<file path="src/rtl/ska_pkg.sv">
// Shared definitions for the Kogge-Stone adder slice: issue FSM states,
// a constant clog2 helper and the default operand width.
package ska_pkg;

  // Default operand width, shared with the PE array top.
  localparam int unsigned SkaWidth = 16;

  typedef enum logic [1:0] {
    StIdle,
    StLoad,
    StRun,
    StDone
  } ska_state_e;

  // Constant-foldable ceil(log2(val)); returns 0 for val <= 1.
  function automatic int unsigned clog2(input int unsigned val);
    int unsigned res;
    longint unsigned pow;
    res = 0;
    pow = 1;
    while (pow < longint'(val)) begin
      pow = pow << 1;
      res = res + 1;
    end
    return res;
  endfunction

endpackage

</file>
<file path="src/rtl/ska_pg_cell.sv">
// Per-bit propagate/generate cell. Bit 0 folds the carry-in into its
// generate term so the prefix tree never needs a separate carry input.
module ska_pg_cell #(
  parameter bit FOLD_CIN = 1'b0
) (
  input  logic A,
  input  logic B,
  input  logic CIN,
  output logic P,
  output logic G
);

  // Propagate is the half-sum; generate optionally absorbs the carry-in.
  always_comb begin
    P = A ^ B;
    G = (A & B) | (FOLD_CIN & P & CIN);
  end

endmodule

</file>
<file path="src/rtl/ska_pg_issue.sv">
// Operand issue and sequencing stage in front of the Kogge-Stone PE array.
// Registers the level-0 P/G vectors, clears the array, then freezes it after
// LEVELS settle cycles and pulses DONE once the array outputs are final.
module ska_pg_issue
  import ska_pkg::*;
#(
  parameter int unsigned WIDTH  = SkaWidth,
  parameter int unsigned LEVELS = 4
) (
  input  logic             CLK,
  input  logic             RST_N,
  input  logic             IN_VALID,
  output logic             IN_READY,
  input  logic [WIDTH-1:0] A_IN,
  input  logic [WIDTH-1:0] B_IN,
  input  logic             CIN,
  output logic [WIDTH-1:0] PRP_OUT,
  output logic [WIDTH-1:0] GEN_OUT,
  output logic             ARRAY_RST,
  output logic             FINISHED,
  output logic             BUSY,
  output logic             DONE
);

  localparam int unsigned CntW = (clog2(LEVELS) > 0) ? clog2(LEVELS) : 1;
  localparam logic [CntW-1:0] CntLast = CntW'(LEVELS - 1);

  // The array depth is fixed by the operand width; a mismatch is a build error.
  if (LEVELS != clog2(WIDTH)) begin : gen_levels_check
    $error("ska_pg_issue: LEVELS must equal ceil(log2(WIDTH))");
  end

  ska_state_e      state_q;
  logic [CntW-1:0] cnt_q;
  logic [WIDTH-1:0] prp_q, gen_q;
  logic [WIDTH-1:0] prp_d, gen_d;
  logic            array_rst_q;
  logic            finished_q;
  logic            done_q;
  logic            accept;

  for (genvar i = 0; i < WIDTH; i++) begin : gen_cells
    ska_pg_cell #(
      .FOLD_CIN(i == 0)
    ) u_cell (
      .A  (A_IN[i]),
      .B  (B_IN[i]),
      .CIN(CIN),
      .P  (prp_d[i]),
      .G  (gen_d[i])
    );
  end

  // Ready decodes the state; array_rst_q masks the first IDLE cycle after reset.
  always_comb begin
    IN_READY = ((state_q == StIdle) & ~array_rst_q) | (state_q == StDone);
    BUSY     = (state_q == StLoad) | (state_q == StRun);
    accept   = IN_VALID & IN_READY;
  end

  // Issue FSM with level counter; strobes are registered from the next state.
  always_ff @(posedge CLK or negedge RST_N) begin
    if (!RST_N) begin
      state_q     <= StIdle;
      cnt_q       <= '0;
      prp_q       <= '0;
      gen_q       <= '0;
      array_rst_q <= 1'b1;
      finished_q  <= 1'b0;
      done_q      <= 1'b0;
    end else begin
      array_rst_q <= 1'b0;
      finished_q  <= 1'b0;
      done_q      <= 1'b0;
      unique case (state_q)
        StIdle, StDone: begin
          if (accept) begin
            state_q     <= StLoad;
            array_rst_q <= 1'b1;
            prp_q       <= prp_d;
            gen_q       <= gen_d;
          end else begin
            state_q <= StIdle;
          end
        end
        StLoad: begin
          state_q    <= StRun;
          cnt_q      <= '0;
          finished_q <= (CntLast == '0);
        end
        StRun: begin
          if (cnt_q == CntLast) begin
            state_q <= StDone;
            done_q  <= 1'b1;
          end else begin
            cnt_q      <= cnt_q + CntW'(1);
            finished_q <= ((cnt_q + CntW'(1)) == CntLast);
          end
        end
        default: state_q <= StIdle;
      endcase
    end
  end

  assign PRP_OUT   = prp_q;
  assign GEN_OUT   = gen_q;
  assign ARRAY_RST = array_rst_q;
  assign FINISHED  = finished_q;
  assign DONE      = done_q;

endmodule

</file>
<file path="config.mk">
export PLATFORM = sky130hd
export DESIGN_NAME = ska_pg_issue
export DESIGN_NICKNAME = d
export VERILOG_FILES = /design/src/rtl/ska_pkg.sv /design/src/rtl/ska_pg_cell.sv /design/src/rtl/ska_pg_issue.sv
export SDC_FILE = /design/constraint.sdc
export NUM_CORES = 1
export LEC_CHECK = 0
export BUFFER_PORTS_ARGS = -buffer_cell sky130_fd_sc_hd__buf_4
export CORE_AREA = 2 2 67 69
export CTS_BUF_LIST = sky130_fd_sc_hd__clkbuf_4 sky130_fd_sc_hd__clkbuf_8
export CTS_CLUSTER_DIAMETER = 40
export DETAILED_ROUTE_END_ITERATION = 7
export DIE_AREA = 0 0 69 71
export GPL_TIMING_DRIVEN = 0
export PLACE_DENSITY = 0.73
export SYNTH_ARGS = -nofsm -noshare
export SYNTH_HDL_FRONTEND = slang
export SYNTH_SLANG_ARGS = --single-unit
</file>
<file path="constraint.sdc">
create_clock -name CLK -period 2.08 [get_ports CLK]
set_input_delay 0.208 -clock CLK [delete_from_list [all_inputs] [get_ports CLK]]
set_output_delay 0.208 -clock CLK [all_outputs]
set_load 0.01 [all_outputs]
</file>
==> summary.md <==
| Metric | Value |
|---|---|
| Gr usage total | `15.12%` |
| PnR Total Power | `3631 uW` |
| First drt pass iteration count | `4` |
| Core area | `4204 sq um` |
| Die Y | `71 microns` |
| WP data required | `2.25 ns` |
| RD Place Congestion | `0.7225` |
| Layout area overhead | `39.14%` |
| Setup crit end kind | `register` |
| Yosys top cell by area | `dfrtp_1` |
| Syn Inst Count | `122` |
| Share of the synthesized area in the top cell type | `52.92%` |
| WL met1 | `1322 microns` |
| Worst skew pair latency | `0.29 ns` |
| Initial antenna violation count | `0` |
| H-tree depth | `2` |
| TritonCTS buffer count | `5` |
| Switching share of total power | `33.12%` |
| Comb pwr share | `48.5%` |
| Layout Skew | `0.006296 ns` |
| Final Hold Violating Endpoints | `0` |
| Ys Warns | `0` |
| Int Power | `2428 uW` |
| Sum Neg Setup Slack | `0 ns` |
| Tmin final | `1.742 ns` |
| Post-synthesis sequential area ratio | `54.39%` |
| Critical path arrival | `1.91 ns` |
| Setup CP Type | `register to register` |
| FFs w/ async S/R, synth | `100.0%` |
| # diodes | `0` |
| # IOs | `73` |
| Largest net degree at the start of global routing | `40` |
| Port-buffer cells | `72` |
| Max-cap check violation count | `0` |
| Pwr Density | `1452 nW/um^2` |
| Reg2Reg Setup Slack | `0.34 ns` |
| Die X | `69 microns` |
| First-pass GRT wire length | `5878 microns` |
| Initial core utilization | `42.74%` |
| # setup viols final | `0` |
| Detail Route Antenna Nets | `0` |
| Drt wl/cell | `13.70 microns` |
| Number of synthesized register bits | `39` |
| Register share of total power | `37.4%` |
| Post-Route WL | `3480 microns` |
| TritonCTS clock tree | `yes` |
| Gr ovfl total | `0` |
| Slew Limit Headroom | `68.01%` |
| Clock transition at path regs | `0.07 ns` |
| Highest net fanout along the worst path | `10` |
| Fmax | `0.5742 GHz` |
| Initial DRC Count | `8` |
| Vias in the first global route | `1,340` |
| DR vias/cell | `4.803` |
| Slew Viols, Final | `0` |
| Clock Sinks | `39` |
| Syn Nets | `180` |
| Setup Buffers After CTS | `0` |
| Residual DRC count | `0` |
| Share of cells above drive strength 1 | `58.42%` |
| RR Endpoint | `GEN_OUT[1]$_DFFE_PN0P_` |
| Main synth FF type | `dfrtp_1` |
| Post-synth EDFFs | `0` |
| CTS max path bufs | `2` |
| VDD IR max | `729.6 uV` |
| Die area | `4899 sq um` |
| Met3 routed WL | `333 microns` |
| HP Start | `CIN` |
| Avg Cell Area, Syn | `14.73 sq um` |
| Lkg Pwr | `0.001312 uW` |
| Synth area leaders | `dfrtp_1 53%, mux2_2 19%, ha_1 15%, buf_6 1.9%, dfstp_2 1.5%` |
| Num rows | `24` |
| Min-delay worst type | `input port to register` |
| Slew @ Worst Pin | `0.4799 ns` |
| WHS Endpoint | `GEN_OUT[0]$_DFFE_PN0P_` |
| Clk root buf | `clkbuf_8` |
| Worst hold path depth | `3` |
| Status | `completed` |
| Worst R2R Start | `state_q[0]$_DFFE_PN0P_` |
| Met2 wire len | `1770 microns` |
| Clock network fraction of total power | `14.2%` |
| Mapped Area | `1797 sq um` |
| Fin crit share | `83.73%` |
| Via count | `1,220` |
| Unique masters post-synth | `19` |
| CP startpoint kind | `register` |
| Highest routed metal layer | `met4` |
| P_sw | `1203 uW` |
| Detailed placement HPWL | `2706 microns` |
| Reg2Reg Depth | `6` |
| Final net count | `260` |
| RSZ-0062 raised after global routing | `false` |
## synthesized netlist by cell type, types with 2 or more instances
library cell  instances
ha_1                 22
dfrtp_1              38
a21oi_1               2
inv_1                 6
and2_1                2
o21ai_0               5
buf_6                 3
mux2_2               31
nor2_1                2
nand2_1               2
## sequential cells by signal, summed over array words and instances, names as in the netlist
name,count
ARRAY_RST,1
PRP_OUT,16
GEN_OUT,16
cnt_q,2
state_q,2
FINISHED,1
DONE,1
## cell type report
| type | count | area [sq um] |
|---|---|---|
| fill | 353 | 1704 |
| sequential | 39 | 977.2 |
| clock inverter | 1 | 5.005 |
| multi-input combinational | 74 | 763.2 |
| timing repair buffer | 73 | 550.5 |
| buffer | 3 | 33.78 |
| clock buffer | 6 | 82.58 |
| tap | 52 | 65.06 |
| inverter | 6 | 22.52 |
## power groups by stage
stage                     logic [uW]  clock network, uW  registers, uW
after floorplan                  835                  0           1500
after global placement          1740                  0           1340
after detailed placement        1800                  0           1370
after CTS                       1800                530           1360
after global routing            1910                553           1410
final                           1760                514           1360
## stage by stage
step / instance area [sq um] / instances / util, % / setup slack, ns / hold WS (ns)
floorplan: 1797 / 122 / - / 0.4835 / -0.08759
global placement: 2402 / 246 / 57.14 / 0.3877 / 0.1986
detailed placement: 2402 / 246 / 57.14 / 0.3221 / 0.2115
CTS: 2500 / 254 / 59.46 / 0.3120 / 0.2467
global route: 2500 / 254 / 59.46 / 0.2436 / 0.2421
finish: 2500 / 254 / 59.46 / 0.3383 / 0.2335
## placed cells by master (no fill, tap or decap), types with 2 or more instances in the layout
cell type / instances
nand2_1: 2
buf_6: 3
dfrtp_1: 38
inv_1: 6
nor2_1: 2
ha_1: 22
mux2_2: 31
and2_1: 2
o21ai_0: 5
a21oi_1: 2
buf_4: 72
clkbuf_8: 6
## layer usage
layer	vias to the layer above	global-route usage (%)
li1	580	-
met1	583	15.67
met2	50	27.46
met3	7	5.556
met4	0	6.536
met5	-	0
## worst max-delay path by stage
stage | slack (ns) | end | cells after the start | from
after floorplan | 0.48 | GEN_OUT[11]$_DFFE_PN0P_ | 6 | state_q[0]$_DFFE_PN0P_
after global placement | 0.39 | GEN_OUT[5]$_DFFE_PN0P_ | 6 | state_q[0]$_DFFE_PN0P_
after detailed placement | 0.32 | GEN_OUT[1]$_DFFE_PN0P_ | 6 | state_q[0]$_DFFE_PN0P_
after CTS | 0.31 | GEN_OUT[1]$_DFFE_PN0P_ | 6 | state_q[0]$_DFFE_PN0P_
after global routing | 0.24 | GEN_OUT[3]$_DFFE_PN0P_ | 6 | state_q[0]$_DFFE_PN0P_
final | 0.34 | GEN_OUT[1]$_DFFE_PN0P_ | 6 | state_q[0]$_DFFE_PN0P_
## repair_timing
item	in CTS	in global routing
hold buffers	1	0
hold endpoints to repair	38	0
resized for setup	0	0
## cell families (layout without fill, tap and decap cells)
logic type,Yosys count,after routing,synth area share [%]
AO/OA/AOI/OAI,9,9,3.273
adder cells (fa/ha/maj),22,22,15.32
buffers and inverters,9,89,3.133
flip-flops,39,39,54.39
multiplexers,32,32,19.99
AND/OR/NAND/NOR,11,11,3.900
## critical path: stages (launching register included)
cell and delay (ns):
dfrtp_1 0.40, inv_1 0.08, ha_1 0.20, nor2b_4 0.13, o21ai_4 0.25, buf_6 0.21
mux2_2 0.35
No activity file was read; power rests on OpenSTA's default activity.
